[config.mk]
export PLATFORM = sky130hd
export DESIGN_NAME = umi_pkt_serializer
export DESIGN_NICKNAME = d
export VERILOG_FILES = /design/src/rtl/umi_pkt_serializer.sv
export SDC_FILE = /design/constraint.sdc
export NUM_CORES = 1
export LEC_CHECK = 0
export CAP_MARGIN = 20
export CORE_MARGIN = 4
export CORE_UTILIZATION = 47
export DETAILED_ROUTE_END_ITERATION = 6
export PLACE_DENSITY = 0.78
export SLEW_MARGIN = 20
export SYNTH_ARGS = -nofsm -noshare
export SYNTH_HDL_FRONTEND = slang
export SYNTH_SLANG_ARGS = --single-unit
[constraint.sdc]
create_clock -name clk -period 1.6 [get_ports clk]
set_input_delay 0.16 -clock clk [delete_from_list [all_inputs] [get_ports clk]]
set_output_delay 0.16 -clock clk [all_outputs]
set_load 0.005 [all_outputs]
[src/rtl/umi_pkt_serializer.sv]
// umi_pkt_serializer: splits each 256-bit UMI packet into 256/DW beats, LSB first, with a last flag.
// in_ready depends combinationally on out_ready so a new packet can load on the final beat with no bubble.
module umi_pkt_serializer #(
    parameter int DW = 64
) (
    input  logic          clk,
    input  logic          nreset,
    input  logic [255:0]  in_packet,
    input  logic          in_valid,
    output logic          in_ready,
    output logic [DW-1:0] out_data,
    output logic          out_last,
    output logic          out_valid,
    input  logic          out_ready
);
    localparam int NBEATS = 256 / DW;
    localparam int CW     = (NBEATS > 1) ? $clog2(NBEATS) : 1;

    typedef enum logic {IDLE = 1'b0, SEND = 1'b1} state_t;

    if (!(DW == 8 || DW == 16 || DW == 32 || DW == 64 || DW == 128 || DW == 256)) begin : g_bad_dw
        $error("umi_pkt_serializer: illegal DW=%0d", DW);
    end

    state_t         r_state;
    state_t         w_next_state;
    logic [255:0]   r_pkt;
    logic [CW-1:0]  r_cnt;
    logic [CW-1:0]  w_next_cnt;
    logic           w_accept;
    logic           w_beat;

    assign out_valid = (r_state == SEND);
    assign out_data  = r_pkt[32'(r_cnt) * DW +: DW];
    assign out_last  = (r_cnt == CW'(NBEATS - 1));
    assign in_ready  = (r_state == IDLE) | (out_valid & out_ready & out_last);
    assign w_accept  = in_valid & in_ready;
    assign w_beat    = out_valid & out_ready;

    // Next state and beat counter; a load on the final beat overrides the return to IDLE
    always_comb begin
        w_next_state = r_state;
        w_next_cnt   = r_cnt;
        if (w_beat && !out_last) begin
            w_next_cnt = r_cnt + CW'(1);
        end
        if (w_beat && out_last) begin
            w_next_state = IDLE;
            w_next_cnt   = '0;
        end
        if (w_accept) begin
            w_next_state = SEND;
            w_next_cnt   = '0;
        end
    end

    // State and counter registers
    always_ff @(posedge clk or negedge nreset) begin
        if (!nreset) begin
            r_state <= IDLE;
            r_cnt   <= '0;
        end else begin
            r_state <= w_next_state;
            r_cnt   <= w_next_cnt;
        end
    end

    // Packet holding register, loaded only on accept so stalls keep it frozen
    always_ff @(posedge clk or negedge nreset) begin
        if (!nreset) begin
            r_pkt <= '0;
        end else if (w_accept) begin
            r_pkt <= in_packet;
        end
    end
endmodule

==> results_dict.tcl <==
set metrics [dict create \
    crit_path_max_incr_delay_ns 0.53 \
    finalMaxSlewViolations 0 \
    area_growth_pct 56.9 \
    synthTopCellsByArea "dfrtp_1 44%, o32ai_2 26%, mux4_2 9.7%" \
    clk_latency_ns 0.56 \
    numCtsBuffers 28 \
    timing.hold.ws_ns 0.115 \
    crit_path_start "r_cnt[0]" \
    arrival_ns 2.14 \
    via_per_inst 6.02 \
    ant_nets 0 \
    utilization 0.752 \
    path_class "flop to primary output" \
    cp_slowest_cell "dfrtp_4" \
    place_area_sq_um 18800 \
    switching_share 0.339 \
    tns_ns -167.70 \
    initial_core_util 0.480 \
    finClkSkew_ns 0.0254 \
    wire_per_inst_um 26.4 \
    max-cap-violations 0 \
    num_vias 12644 \
    r2r_slack_ns -0.63 \
    gp_congestion 0.817 \
    yosysTopAreaCell "dfrtp_1" \
    synth.most_common_cell "dfrtp_1" \
    synth_edf_count 0 \
    grt_max_degree 69 \
    rsz0062_at_grt "yes" \
    synth_top_area_frac 0.438 \
    grt_overflow 0 \
    power_leakage_nw 10.1 \
    wl_um 55400 \
    grt_pass1_wl_um 78300 \
    rr_startpoint "r_cnt[0]" \
    crit_end "out_data[55]" \
    hold_viol_final 0 \
    final_area_sq_um 23200 \
    chipWidth_um 185 \
    layout-drive-gt1-share 0.382 \
    fin_ws_ns -0.695 \
    setup_viol 325 \
    antenna_found_initial 10 \
    reg2reg_depth 10 \
    dp_slack_ns -0.359 \
    critPathLaunchType "flop" \
    cts_buffer_depth 3 \
    yosysUniqueCellTypes 20 \
    fin_crit_sh 1.43 \
    period_needed_ns 2.30 \
    clock_power_share 0.157 \
    dr.pass1.iters 5 \
    end_kind "primary output" \
    path_clk_slew_ns 0.07 \
    synth_area_sq_um 14800 \
    p_int_mw 28.7 \
    path_cells "buf_12, buf_16, buf_8, mux4_2, buf_6" \
    cts_tree "yes" \
    clockRootBuffer "clkbuf_16" \
    pwr-share-comb 0.563 \
    dieArea_sq_um 34400 \
    ir_drop_mv 0.962 \
    power_switching_mw 14.7 \
    first_iter_violations 1052 \
    seqPwrFrac 0.280 \
    crit_required_ns 1.44 \
    yosys_warnings 0 \
    reg2reg_to "r_pkt[147]" \
    tightest_slew_ns 0.442 \
    synth_cells 1233 \
    core_sq_um 30800 \
    grt_use_total 0.297 \
    io_pins 327 \
    synthTopCellsByCount "259 x dfrtp_1, 258 x nand2_1, 257 x inv_1, 240 x o32ai_2, 64 x mux4_2" \
    port_buffers 326 \
    ys_ff_latch 259 \
    syn_area_per_cell_sq_um 12.0 \
    nets 1930 \
    violations "setup timing" \
    drcViolationCount 0 \
    synth_async_sr_flop_share 1.00 \
    synth-seq-area-share 0.438 \
    fp.dieH_um 185 \
    synth_fp_nets 1494 \
    hpwl_um 29200 \
    rows 64 \
    pwr_density_cell_nw_per_um2 1870 \
    ys.flop_type "dfrtp_1" \
    relSlewSlack 0.704 \
    status "complete, but fails checks" \
    worstHoldPathType "input pin to async pin" \
    htree_num_levels 1 \
    first_global_vias 13318 \
    cp_max_fo 6 \
    cts_sinks 259 \
    fmax_ghz 0.436 \
]
per-layer routing:
layer,vias up,global-route usage,part of all wire
met2,707,0.506,0.51
met1,6424,0.370,0.36
li1,5299,-,-
met5,-,0,0.00038
met3,210,0.0479,0.064
met4,4,0.147,0.059
cell type report:
class	instances	area, sq um
clock inverters	9	98.8
diodes	12	30.0
flip-flops and latches	259	6490
fillers	1728	7640
well taps	396	495
clock buffers	43	848
repair buffers	532	6960
inverters	257	967
multi-input cells	591	7310
critical path: cells and delay by family, from the launching register on:
family / cells / cell delay, ns
buffers and inverters: 4 / 0.58
DFF: 1 / 0.53
muxes: 1 / 0.46
cells in the final DEF, fill, tap and decap left out, types with 7 or more instances in the layout:
master	instances
buf_2	55
nand2_1	257
clkbuf_1	7
buf_6	40
clkbuf_16	41
buf_8	15
clkbuf_8	8
o32ai_4	53
clkdlybuf4s50_1	257
mux4_2	64
buf_16	61
buf_4	28
dfrtp_1	257
diode_2	12
inv_1	256
o32ai_2	198
buf_12	60
what timing repair did:
| item | in CTS | in global routing |
|---|---|---|
| hold endpoints to repair | 261 | 0 |
| endpoints found under the setup margin | 324 | 325 |
| pin swaps | 41 | 25 |
| setup buffers | 63 | 9 |
| hold buffers | 2 | 0 |
| resized for setup | 429 | 83 |
| cloned | 57 | 14 |
worst min-delay path by stage:
stage / cells after the start / end
finish: 2 / r_pkt[104]
global route: 2 / r_pkt[104]
CTS: 2 / r_pkt[172]
detailed placement: 1 / r_pkt[167]
global placement: 1 / r_pkt[103]
floorplan: 0 / out_valid
logic make-up after synthesis:
family	after synthesis	share of synthesized area
buf+inv	386	0.119
simple gates	264	0.0683
compound gates	259	0.276
flops	259	0.438
mux	64	0.0975
fa+ha+maj	1	0.000846
per-stage QoR:
| step | instances | power [mW] |
|---|---|---|
| floorplan | 1233 | 23.2 |
| global placement | 1899 | 29.9 |
| detailed placement | 1899 | 30.5 |
| CTS | 2073 | 40.2 |
| global route | 2095 | 45.1 |
| finish | 2099 | 43.4 |
power groups by stage:
stage	Sequential, mW	Clock, mW	Combinational (mW)
after floorplan	11.0	0	12.2
after global placement	11.7	0	18.2
after detailed placement	11.8	0	18.7
after CTS	11.7	6.74	21.7
after global routing	12.3	7.12	25.6
final	12.1	6.82	24.4
registers in the layout, indices dropped and copies added, names as in the netlist:
| register | count |
|---|---|
| out_valid | 1 |
| r_pkt | 256 |
| r_cnt | 2 |
No activity file was read; power rests on OpenSTA's default activity.
